## src/rtl/uart_tx_fifo.sv

```systemverilog
// UART transmitter fed by a power-of-two TX FIFO through a valid/ready byte port.
// Frame = start, DATA_BITS LSB first, optional parity, STOP_BITS stop; tick only qualifies the bit timers.
module uart_tx_fifo #(
  parameter int DATA_BITS  = 8,
  parameter int OVERSAMPLE = 16,
  parameter int FIFO_DEPTH = 8,
  parameter int PARITY     = 0,
  parameter int STOP_BITS  = 1
) (
  input  logic                          clk,
  input  logic                          rst,
  input  logic                          tick,
  input  logic [DATA_BITS-1:0]          in_data,
  input  logic                          in_valid,
  output logic                          in_ready,
  output logic                          txd,
  output logic                          busy,
  output logic                          tx_done,
  output logic [$clog2(FIFO_DEPTH):0]   fifo_count
);
  localparam int AW = $clog2(FIFO_DEPTH);
  localparam int CW = AW + 1;
  localparam int TW = $clog2(OVERSAMPLE);
  localparam logic [TW-1:0] LAST_TICK = TW'(OVERSAMPLE - 1);
  localparam logic [3:0]    LAST_DATA = 4'(DATA_BITS - 1);
  localparam logic [3:0]    LAST_STOP = 4'(STOP_BITS - 1);
  localparam logic [CW-1:0] FULL      = CW'(FIFO_DEPTH);

  typedef enum logic [2:0] {ST_IDLE, ST_START, ST_DATA, ST_PARITY, ST_STOP} state_t;

  state_t                 state, state_d;
  logic [TW-1:0]          tick_cnt, tick_cnt_d;
  logic [3:0]             bit_cnt, bit_cnt_d;
  logic [DATA_BITS-1:0]   shreg, shreg_d;
  logic                   par, par_d;
  logic                   txd_d;
  logic                   bit_end;
  logic                   load;
  logic                   push, pop;

  logic [DATA_BITS-1:0]   mem [FIFO_DEPTH];
  logic [AW-1:0]          wr_ptr, rd_ptr;

  assign in_ready = (fifo_count < FULL);
  assign push     = in_valid && in_ready;
  assign busy     = (state != ST_IDLE) || (fifo_count != '0);

  always_ff @(posedge clk) begin
    if (push) mem[wr_ptr] <= in_data;
  end

  always_ff @(posedge clk or negedge rst) begin
    if (!rst) begin
      wr_ptr     <= '0;
      rd_ptr     <= '0;
      fifo_count <= '0;
    end else begin
      if (push) wr_ptr <= wr_ptr + 1'b1;
      if (pop)  rd_ptr <= rd_ptr + 1'b1;
      case ({push, pop})
        2'b10:   fifo_count <= fifo_count + 1'b1;
        2'b01:   fifo_count <= fifo_count - 1'b1;
        default: ;
      endcase
    end
  end

  always_ff @(posedge clk or negedge rst) begin
    if (!rst) begin
      state    <= ST_IDLE;
      tick_cnt <= '0;
      bit_cnt  <= '0;
      shreg    <= '0;
      par      <= 1'b0;
      txd      <= 1'b1;
    end else begin
      state    <= state_d;
      tick_cnt <= tick_cnt_d;
      bit_cnt  <= bit_cnt_d;
      shreg    <= shreg_d;
      par      <= par_d;
      txd      <= txd_d;
    end
  end

  always_comb begin
    state_d    = state;
    tick_cnt_d = tick_cnt;
    bit_cnt_d  = bit_cnt;
    shreg_d    = shreg;
    par_d      = par;
    pop        = 1'b0;
    tx_done    = 1'b0;
    load       = 1'b0;
    txd_d      = 1'b1;
    bit_end    = tick && (tick_cnt == LAST_TICK);

    if (state != ST_IDLE && tick) tick_cnt_d = bit_end ? '0 : tick_cnt + 1'b1;

    case (state)
      ST_IDLE:   ;
      ST_START:  if (bit_end) state_d = ST_DATA;
      ST_DATA: begin
        if (bit_end) begin
          shreg_d = shreg >> 1;
          if (bit_cnt == LAST_DATA) begin
            bit_cnt_d = '0;
            state_d   = (PARITY != 0) ? ST_PARITY : ST_STOP;
          end else begin
            bit_cnt_d = bit_cnt + 1'b1;
          end
        end
      end
      ST_PARITY: if (bit_end) state_d = ST_STOP;
      ST_STOP: begin
        if (bit_end) begin
          if (bit_cnt == LAST_STOP) begin
            tx_done   = 1'b1;
            bit_cnt_d = '0;
            state_d   = ST_IDLE;
          end else begin
            bit_cnt_d = bit_cnt + 1'b1;
          end
        end
      end
      default:   state_d = ST_IDLE;
    endcase

    // Popping straight out of the last stop tick gives gapless back-to-back frames.
    load = (state == ST_IDLE || tx_done) && (fifo_count != '0);
    if (load) begin
      pop        = 1'b1;
      state_d    = ST_START;
      shreg_d    = mem[rd_ptr];
      par_d      = (^mem[rd_ptr]) ^ (PARITY == 1);
      tick_cnt_d = '0;
      bit_cnt_d  = '0;
    end

    // txd is registered from the next state so the line changes on the transition edge.
    case (state_d)
      ST_START:  txd_d = 1'b0;
      ST_DATA:   txd_d = shreg_d[0];
      ST_PARITY: txd_d = par_d;
      default:   txd_d = 1'b1;
    endcase
  end
endmodule

```

## config.mk

```make
export PLATFORM = sky130hd
export DESIGN_NAME = uart_tx_fifo
export DESIGN_NICKNAME = d
export VERILOG_FILES = /design/src/rtl/uart_tx_fifo.sv
export SDC_FILE = /design/constraint.sdc
export NUM_CORES = 1
export LEC_CHECK = 0
export ABC_AREA = 1
export BUFFER_PORTS_ARGS = -buffer_cell sky130_fd_sc_hd__buf_4
export CORE_MARGIN = 4
export CORE_UTILIZATION = 29
export CTS_BUF_LIST = sky130_fd_sc_hd__clkbuf_4 sky130_fd_sc_hd__clkbuf_8 sky130_fd_sc_hd__clkbuf_16
export CTS_CLUSTER_DIAMETER = 120
export DETAILED_ROUTE_END_ITERATION = 10
export PLACE_DENSITY_LB_ADDON = 0.08
export SKIP_CTS_REPAIR_TIMING = 1
export SLEW_MARGIN = 20
export SYNTH_ARGS = -nofsm -noshare
export SYNTH_HDL_FRONTEND = slang
export SYNTH_SLANG_ARGS = --single-unit
```

## constraint.sdc

```tcl
create_clock -name clk -period 3.2 [get_ports clk]
set_clock_uncertainty 0.1 [all_clocks]
set_input_delay 0.32 -clock clk [delete_from_list [all_inputs] [get_ports clk]]
set_output_delay 0.32 -clock clk [all_outputs]
set_load 0.1 [all_outputs]
```

# After elaboration in Yosys (flattened, before gate mapping)
# Memories as Yosys holds them, arrays and structs flattened.
# Cells that the tools add are included.
[totals]
register_bits = 31
mem_bits_rw = 64
in_bits = 12
wordCells = 78
memories = 1
[memory_table]
columns = ["name", "words", "width", "read_ports", "rd_clocked_by_memory_dff", "write_ports", "line", "text"]
rows = [
  ["mem", 8, 8, 1, 0, 1, "41", "logic [DATA_BITS-1:0] mem [FIFO_DEPTH];"],
]
[classes]
add_sub_neg = 6
n_lt_le_gt_ge = 1
eq_ne = 13
mux = 29
reduce_logical = 18
[op_table]
columns = ["op", "count"]
rows = [
  ["2-to-1 mux 4 bit", 8],
  ["2-to-1 mux 8 bit", 3],
  ["2-to-1 mux 3 bit", 7],
  ["one-hot mux 4 bit (2 select lines)", 2],
  ["one-hot mux 3 bit (5 select lines)", 1],
  ["adder 4 x 1 -> 4 bit (second input constant)", 3],
  ["equality test 3 x 2 -> 1 bit (second input constant)", 4],
  ["nonzero test 2 bit", 4],
  ["parity 8 bit", 1],
  ["2-to-1 mux 1 bit", 7],
  ["adder 3 x 1 -> 3 bit (second input constant)", 2],
  ["equality test 3 x 1 -> 1 bit (second input constant)", 2],
  ["inequality test 3 bit (second input constant)", 2],
  ["nonzero test 3 bit", 2],
  ["equality test 4 x 3 -> 1 bit (second input constant)", 1],
  ["equality test 4 bit (second input constant)", 1],
  ["logical AND 1 bit", 4],
  ["zero test 4 bit", 1],
  ["< comparator 4 bit (second input constant)", 1],
  ["nonzero test 4 bit", 1],
  ["subtractor 4 x 1 -> 4 bit (second input constant)", 1],
  ["equality test 3 bit (second input constant)", 1],
  ["zero test 3 bit", 1],
  ["one-hot mux 1 bit (3 select lines)", 1],
  ["5 further kinds", 6],
]

# Logic depth before layout (Yosys ltp)
# Gate-level depths: netlist of the first run.
[depth]
word_depth = 9
ltp_mapped = 18
mapped_depth_nobuf = 17

# Worst setup path before layout of the first run
# No wires, ideal clock.
[synth_timing]
kind = "register to register"
startpoint = "register fifo_count[3]"
endpoint = "register fifo_count[3]"
setup_ps = 161
t_arrival_ps = 3013
slack_ps = -74
stages_incl_launch_ff = 12
n_path_buf = 0
path_cell_list = "dfrtp_1 -> inv_1 -> nand2_1 -> ha_1 -> ha_1 -> nand2_1 -> nor2_1 -> a211oi_1 -> nor2_1 -> nor2_1 -> nand2_1 -> xor2_1"
[synth_rtl]
columns = ["item", "line", "text"]
rows = [
  ["start, declared", "19", "output logic [$clog2(FIFO_DEPTH):0] fifo_count"],
  ["start signal, assigned", "61", "2'b10: fifo_count <= fifo_count + 1'b1;"],
  ["start signal, assigned", "62", "2'b01: fifo_count <= fifo_count - 1'b1;"],
  ["< comparator 4 bit *", "44", "assign in_ready = (fifo_count < FULL);"],
  ["via in_ready", "15", "output logic in_ready,"],
  ["logical AND 1 bit *", "45", "assign push = in_valid && in_ready;"],
  ["equality test 2 x 1 -> 1 bit or equality test 2 bit (tied branches)", "60", "case ({push, pop})"],
  ["one-hot mux 4 bit (2 select lines) or nonzero test 2 bit (tied branches)", "--", ""],
]
# Mark *: on every way through the listed nets, which the timed path passes. The rest lies on a longest branch.
# A chain may end at the register's enable or synchronous reset.

# Worst setup path in the final report of the first run
[layout_timing]
startpoint = "register bit_cnt[0]"
endpoint = "register fifo_count[3]"
[layout_between]
elab_chain_len = 9
[layout_rtl]
columns = ["item", "line", "text"]
rows = [
  ["start, declared", "33", "logic [3:0] bit_cnt, bit_cnt_d;"],
  ["start signal, assigned", "79", "bit_cnt <= bit_cnt_d;"],
  ["zero test 4 bit *", "117", "if (bit_cnt == LAST_STOP) begin"],
  ["2-to-1 mux 1 bit *", "117", ""],
  ["2-to-1 mux 1 bit *", "116", "if (bit_end) begin"],
  ["2-to-1 mux 1 bit *", "100", "case (state)"],
  ["logical OR 1 bit *", "130", "load = (state == ST_IDLE || tx_done) && (fifo_count != '0);"],
  ["logical AND 1 bit *", "130", ""],
  ["2-to-1 mux 1 bit *", "131", "if (load) begin"],
  ["equality test 2 x 1 -> 1 bit or equality test 2 bit (tied branches)", "60", ""],
  ["one-hot mux 4 bit (2 select lines) or nonzero test 2 bit (tied branches)", "--", ""],
]
# Every way passes the cells marked *; elsewhere a longest branch is shown, timed or not.

==> impl_metrics.json, run 1 <==
{
  "reg2reg_from": "bit_cnt[0]",
  "fp.dieH_um": 136.0,
  "synth_edf_count": 64,
  "wirelength_um": 10790,
  "detailed_place_hpwl_um": 6979,
  "synth_xor_area_share_pct": 1.474,
  "critPathKind": "flop to flop",
  "initial_core_util_pct": 29.81,
  "port-buffer-count": 19,
  "finalCriticalPeriod_ns": 2.643,
  "fillers": 1687,
  "ios": 20,
  "area_growth_syn_to_layout_pct": 14.19,
  "cts_root_buf": "clkbuf_16",
  "drt_iter0_drc": 163,
  "grtUsageTotal_pct": 12.58,
  "design_area_sq_um": 5426,
  "setup_tns_ns": 0,
  "ff2ff_path_depth": 17,
  "core_sq_um": 15940,
  "critPathLaunchType": "flop",
  "die_area_sq_um": 18500,
  "slew_violations": 0,
  "holdCritStartpoint": "in_data[2]",
  "synth_compound_area_share_pct": 4.239,
  "wl_per_cell_um": 13.87,
  "grt_pass1_vias": 3264,
  "multiInputGateArea_sq_um": 1595,
  "seq_area_frac_synth_pct": 56.79,
  "via_per_inst": 4.338,
  "cp_slowest_stage_delay_ns": 0.38,
  "r2r_slack_ns": 0.56,
  "clock-sinks": 95,
  "fin_crit_sh_pct": 82.59,
  "worstMarginPinSlew_ns": 0.5267,
  "maxCapViolations": 0,
  "netlist.area_leader.share_pct": 40.44,
  "grt_pass1_wl_um": 17440,
  "first_pass_iters": 5,
  "die_x_um": 136.0,
  "synth_warnings": 0,
  "cp_slowest_cell": "dfrtp_1",
  "synth_ff_type": "edfxtp_1",
  "grt_overflow_total": 0,
  "muxShareOfSynthArea_pct": 0,
  "maxSlewHeadroom_pct": 64.85,
  "timing.fmax_mhz": 378.4,
  "drc": 0,
  "ff_latch_area_sq_um": 2700,
  "place_area_sq_um": 5147,
  "cts_max_path_buffers": 2,
  "arrival_ns": 2.78,
  "powerDensity_nw_per_um2": 932.5,
  "required_ns": 3.33,
  "endpoint_kind": "flop",
  "min_path_type": "input pin to flop",
  "syn_nets": 548,
  "synth_area_sq_um": 4752,
  "synth_top_area_cell": "edfxtp_1",
  "cts_tree": "built",
  "antenna_cells": 0,
  "hold_violations": 0,
  "fin_nets": 578,
  "total_leakage_power_nw": 2.548,
  "path_cells": "inv_1 -> ha_1 -> nand2_1 -> nor2_1 -> nand2_2 -> nor2_4 -> nor2_2 -> nor2_8 -> ha_1 -> ha_1 -> nand2_1 -> nor2_1 -> a211oi_1 -> nor2_1 -> nor2_1 -> nand2_1 -> xor2_1",
  "worstSkewPairLatency_ns": 0.35,
  "synth_cell_type_count": 35,
  "synth-async-reset-ratio_pct": 32.63,
  "clk_pin_slew_ns": 0.07,
  "rows": 46,
  "synth-simple-area-share_pct": 25.33,
  "cpMostUsedCell": "nor2_1",
  "synth-seq-cells": 95,
  "synth_cells": 527,
  "worstPathMaxFanout": 4,
  "vias": 3375,
  "gp_congestion": 0.7279,
  "rsz0062_at_grt": "false",
  "yosys-top-cells-area": "edfxtp_1 40%, dfrtp_1 16%, nand2_1 15%",
  "min_to": "mem[0][2]",
  "worstReg2RegEnd": "fifo_count[3]",
  "antenna_left": 0,
  "drive_above_1_share_pct": 12.81,
  "setup_viol": 0,
  "synthAdderAreaFrac_pct": 2.528,
  "synth_top_family_by_area": "simple AND/OR/NAND/NOR gates",
  "whs_path_depth": 1,
  "power_mw": 5.060,
  "avgSynthCellArea_sq_um": 9.017,
  "grt_max_degree": 32,
  "htree_levels": 3,
  "numCtsBuffers": 9,
  "ir_worst_vdd_uv": 332.2,
  "antenna_found_initial": 0,
  "status": "finished, final reports clean"
}
-- per-stage QoR --
step / instances / hold slack, ns / utilization (%) / setup WS (ns)
floorplan: 527 / -0.07559 / - / 0.01270
global placement: 761 / 0.1964 / 32.29 / 0.6150
detailed placement: 761 / 0.2021 / 32.29 / 0.5653
CTS: 777 / -0.1768 / 33.97 / 0.5564
global route: 778 / 0.1080 / 34.04 / 0.2388
finish: 778 / 0.1077 / 34.04 / 0.5570
-- worst max-delay path by stage --
stage / endpoint / from / slack [ns]
3_3_place_gp: fifo_count[3] / bit_cnt[0] / 0.62
5_1_grt: fifo_count[3] / bit_cnt[0] / 0.24
6_report: fifo_count[3] / bit_cnt[0] / 0.56
2_1_floorplan: fifo_count[3] / bit_cnt[0] / 0.01
3_5_place_dp: fifo_count[3] / bit_cnt[0] / 0.57
4_1_cts: fifo_count[3] / bit_cnt[0] / 0.56
-- worst max-delay path, delay by kind of cell (launching register included) --
| family | cells | cell delay [ns] |
|---|---|---|
| and+or+nand+nor | 11 | 0.95 |
| xor gates and xnor gates | 1 | 0.14 |
| buffers and inverters | 1 | 0.11 |
| adders and majority gates | 3 | 0.61 |
| DFF | 1 | 0.38 |
| AOI/OAI and AO/OA | 1 | 0.24 |
-- sequential cells by signal, summed over array words and instances (netlist names) --
| name | cells |
|---|---|
| par | 1 |
| tick_cnt | 4 |
| rd_ptr | 3 |
| bit_cnt | 4 |
| shreg | 8 |
| txd | 1 |
| mem | 64 |
| wr_ptr | 3 |
| fifo_count | 4 |
| state | 3 |
-- report_power, final --
part	internal [mW]	switching [mW]	total, mW
combinational	0.706	1.65	2.35
clock	0.533	0.463	0.996
sequential	1.56	0.147	1.71
-- cell usage after synthesis, drive strengths merged (4+ instances only) --
cell type and n:
a21oi 6, a22oi 6, buf 14, dfrtp 30
edfxtp 64, ha 8, inv 88, nand2 188
nand3 57, nor2 25, nor3 4, o21ai 17
xor2 7
-- area by class of cell --
| cell class | instances | area share (%) |
|---|---|---|
| flip-flops and latches | 95 | 49.76 |
| inverters | 89 | 6.295 |
| clock inverters | 6 | 0.6687 |
| clock buffers | 10 | 4.289 |
| multi-input cells | 329 | 29.40 |
| repair buffers | 33 | 4.611 |
| well taps | 216 | 4.980 |
-- layer usage --
metal / share of wire, % / global-route usage, % / wire length (um)
met5: 0 / 0 / 0
met4: 1.8 / 4.983 / 193
met3: 3.2 / 2.295 / 340
met2: 49 / 21.24 / 5313
met1: 46 / 15.96 / 4943
-- cells in the final DEF, fill, tap and decap left out, drive strengths merged --
cell type      n
nand3         57
nand2        188
nor2          25
nor3           4
clkinv         6
ha             8
a22oi          6
and2           1
a21oi          6
dlygate4sd3    1
nand4          3
fa             1
edfxtp        64
o31ai          2
or2            2
xnor2          1
inv           88
o21ai         17
a211oi         1
clkinvlp       1
buf           32
xor2           7
clkbuf        10
dfrtp         30
dfstp          1
-- cell families after synthesis --
group,after synthesis
buffers and inverters,103
AOI/OAI and AO/OA,32
and+or+nand+nor,280
adders and majority gates,9
DFF,95
xor gates and xnor gates,8
No activity file was read; power rests on OpenSTA's default activity.
==> run 2: changes to the inputs <==
--- a/config.mk
+++ b/config.mk
@@ -5,7 +5,7 @@
 export SDC_FILE = /design/constraint.sdc
 export NUM_CORES = 1
 export LEC_CHECK = 0
-export ABC_AREA = 1
+export ABC_AREA = 0
 export BUFFER_PORTS_ARGS = -buffer_cell sky130_fd_sc_hd__buf_4
 export CORE_MARGIN = 4
 export CORE_UTILIZATION = 29
==> constraint.sdc (replaced) <==
create_clock -name clk -period 2.4 [get_ports clk]
set_clock_uncertainty 0.1 [all_clocks]
set_input_delay 0.24 -clock clk [delete_from_list [all_inputs] [get_ports clk]]
set_output_delay 0.24 -clock clk [all_outputs]
set_load 0.1 [all_outputs]
==> run 2 against run 1 <==
Compared with the run above:
- the flow now finishes with violations (negative setup slack)
- sequential cell count did not move
- sequential power rose by 33%
- combinational power grew 16%
- worst setup slack worse by 0.75 ns
- die area decreased by 12%
- critical path depth decreased by 4
- via count down 29%
- power up 27%
- worst hold slack got worse by 0.077 ns
- fmax increased by 1.9%
- critical path type unchanged
==> impl_metrics.json, run 2 <==
{
  "status": "finished, violations left",
  "violations": "negative setup slack",
  "avgSynthCellArea_sq_um": 15.41,
  "cts_root_buf": "clkbuf_16",
  "stdcell_count": 518,
  "multiInputGateArea_sq_um": 1431,
  "grt_max_degree": 32,
  "yosys-top-cells-area": "edfxtp_1 46%, dfrtp_1 18%, mux4_2 4.9%",
  "reg2reg_from": "bit_cnt[1]",
  "largest_register_ffs": 64,
  "fp.dieH_um": 127.8,
  "grt_pass1_vias": 2566,
  "cts_tree": "built",
  "placed_cells_incl_taps": 498,
  "fin_crit_sh_pct": 108.0,
  "cp_slowest_stage_delay_ns": 0.39,
  "synth-async-reset-ratio_pct": 32.63,
  "cpMostUsedCell": "ha_4",
  "power.switching_mw": 2.286,
  "arrival_ns": 2.72,
  "port-buffer-count": 19,
  "required_ns": 2.53,
  "synth_warnings": 0,
  "grt_overflow_total": 0,
  "drive_above_1_share_pct": 32.54,
  "numCtsBuffers": 9,
  "clk_pin_slew_ns": 0.07,
  "worstSkewPairLatency_ns": 0.35,
  "rows": 43,
  "r2r_slack_ns": -0.19,
  "vias": 2385,
  "cp_slowest_cell": "dfrtp_1",
  "pwr-share-clk_pct": 22.4,
  "rsz0062_at_grt": "true",
  "p_seq_share_pct": 35.2,
  "drt_iter0_drc": 148,
  "die_x_um": 127.8,
  "antenna_left": 0,
  "synth_ff_type": "edfxtp_1",
  "area_growth_syn_to_layout_pct": 24.90,
  "antenna_cells": 0,
  "regMostFlops": "mem",
  "worstMarginPinSlew_ns": 0.4003,
  "setup_viol": 3,
  "sw_frac_of_total_pct": 35.50,
  "combinationalPowerShare_pct": 42.4,
  "maxCapViolations": 0,
  "clock-sinks": 95,
  "core_sq_um": 13990,
  "ir_worst_vdd_uv": 409.0,
  "gp_congestion": 0.7070,
  "final_common_cell": "edfxtp_1",
  "total_leakage_power_nw": 1.944,
  "synth_cells": 270,
  "fillers": 1347,
  "via_per_inst": 4.604,
  "synth_common_cells": "64 x edfxtp_1, 30 x dfrtp_1, 17 x nand2_1, 15 x nor2_1, 12 x o21ai_1",
  "seq_area_frac_synth_pct": 64.87,
  "netlist.area_leader.share_pct": 46.20,
  "holdCritStartpoint": "in_data[3]",
  "endpoint_kind": "flop",
  "min_path_type": "input pin to flop",
  "wirelength_um": 8675,
  "worstReg2RegEnd": "fifo_count[3]",
  "reg.largest.list": "mem: 64 flops, shreg: 8 flops",
  "synth_top_area_cell": "edfxtp_1",
  "critPathLaunchType": "flop",
  "cts_max_path_buffers": 2,
  "path_delay_family": "compound AO/OA/AOI/OAI gates",
  "layout_common_cells": "64 x edfxtp_1, 59 x buf_4, 26 x dfrtp_1, 17 x nand2_1, 15 x nor2_1",
  "ff2ff_path_depth": 13,
  "synth_edf_count": 64,
  "fin_nets": 354,
  "grtUsageTotal_pct": 11.49,
  "critPathKind": "flop to flop",
  "slew_violations": 0,
  "p_int_mw": 4.155,
  "timing.fmax_mhz": 385.7,
  "synth_cell_type_count": 47,
  "detailed_place_hpwl_um": 5693,
  "initial_core_util_pct": 29.74,
  "first_pass_iters": 4,
  "antenna_found_initial": 0,
  "hold_violations": 0,
  "path_cells": "inv_2 -> ha_4 -> inv_2 -> o41a_1 -> or3_4 -> clkinv_4 -> ha_4 -> ha_4 -> a21o_1 -> a21oi_2 -> xnor2_1 -> nor2_1 -> xnor2_1",
  "grt_pass1_wl_um": 14160,
  "powerDensity_nw_per_um2": 1240,
  "maxSlewHeadroom_pct": 72.55,
  "ios": 20,
  "finalCriticalPeriod_ns": 2.593,
  "setup_tns_ns": -0.3938,
  "critPathBufInv": 3,
  "final_util_pct": 37.15,
  "drc": 0,
  "wl_per_cell_um": 16.75,
  "synth_most_common_cell": "edfxtp_1",
  "syn_nets": 291,
  "htree_levels": 3,
  "whs_path_depth": 1,
  "synth-seq-cells": 95,
  "ff_latch_area_sq_um": 2704,
  "min_to": "mem[3][3]",
  "die_area_sq_um": 16330,
  "worstPathMaxFanout": 3,
  "final.setup.worst_slack_ns": -0.1929,
  "synth_area_sq_um": 4160
}
-- run 2: cell types whose count changed after synthesis, sizes merged, moves of 12 or more --
cell,previous run,this run
nand2,188,17
inv,88,10
nand3,57,5
mux4,0,16
mux2i,0,13
xnor2,1,13
-- run 2: logic make-up after synthesis --
kind of cell / count (synthesis) / synth area share (%)
multiplexers: 30 / 12.87
XOR/XNOR: 16 / 3.729
buffers and inverters: 21 / 2.707
flip-flops: 95 / 64.87
AND/OR/NAND/NOR: 60 / 7.158
AO/OA/AOI/OAI: 39 / 5.775
adder cells (fa/ha/maj): 9 / 2.887
-- run 2: power by group through the flow --
stage / Clock [mW] / Sequential (mW) / Combinational (mW)
3_3_place_gp: 0 / 2.28 / 2.72
2_1_floorplan: 0 / 2.56 / 1.65
5_1_grt: 1.56 / 2.30 / 3.01
3_5_place_dp: 0 / 2.28 / 2.72
6_report: 1.45 / 2.27 / 2.73
4_1_cts: 1.49 / 2.25 / 2.72
-- run 2: worst max-delay path by stage --
stage / cells after the start / from / slack (ns) / endpoint
global placement: 12 / tick_cnt[1] / -0.31 / fifo_count[3]
CTS: 12 / tick_cnt[0] / -0.37 / fifo_count[3]
detailed placement: 12 / tick_cnt[0] / -0.34 / fifo_count[3]
finish: 13 / bit_cnt[1] / -0.19 / fifo_count[3]
global route: 13 / bit_cnt[0] / -0.32 / fifo_count[3]
floorplan: 13 / tick_cnt[0] / -0.47 / fifo_count[3]
-- run 2: final cells by class --
type	instances	area share, %
Clock inverter	7	1.373
Sequential cell	95	52.03
Tap cell	180	4.334
Multi-Input combinational cell	154	27.55
Inverter	11	0.8909
Timing Repair Buffer	62	9.487
Clock buffer	9	4.334
-- run 2: stage by stage --
stage	power (mW)	worst slack (ns)	hold WS (ns)	area, sq um
after detailed placement	5.001	-0.3427	0.1179	4827
after global placement	5.007	-0.3104	0.1234	4827
after global routing	6.866	-0.3235	0.03041	5196
after floorplan	4.212	-0.4740	-0.1556	4218
final	6.442	-0.1929	0.03016	5196
after CTS	6.465	-0.3692	-0.2507	5124
-- run 2: metal layers --
metal	share of wire, %	global-route usage (%)
met1	47	14.57
met2	49	19.13
met3	2.8	2.458
met4	1.7	4.682
met5	0	0
-- run 2: worst reg2reg max path, cell delays in order (launching register included) --
cell,delay (ns)
dfrtp_1,0.39
inv_2,0.08
ha_4,0.12
inv_2,0.03
o41a_1,0.38
or3_4,0.36
clkinv_4,0.06
ha_4,0.14
ha_4,0.19
a21o_1,0.16
a21oi_2,0.14
xnor2_1,0.13
nor2_1,0.07
xnor2_1,0.11
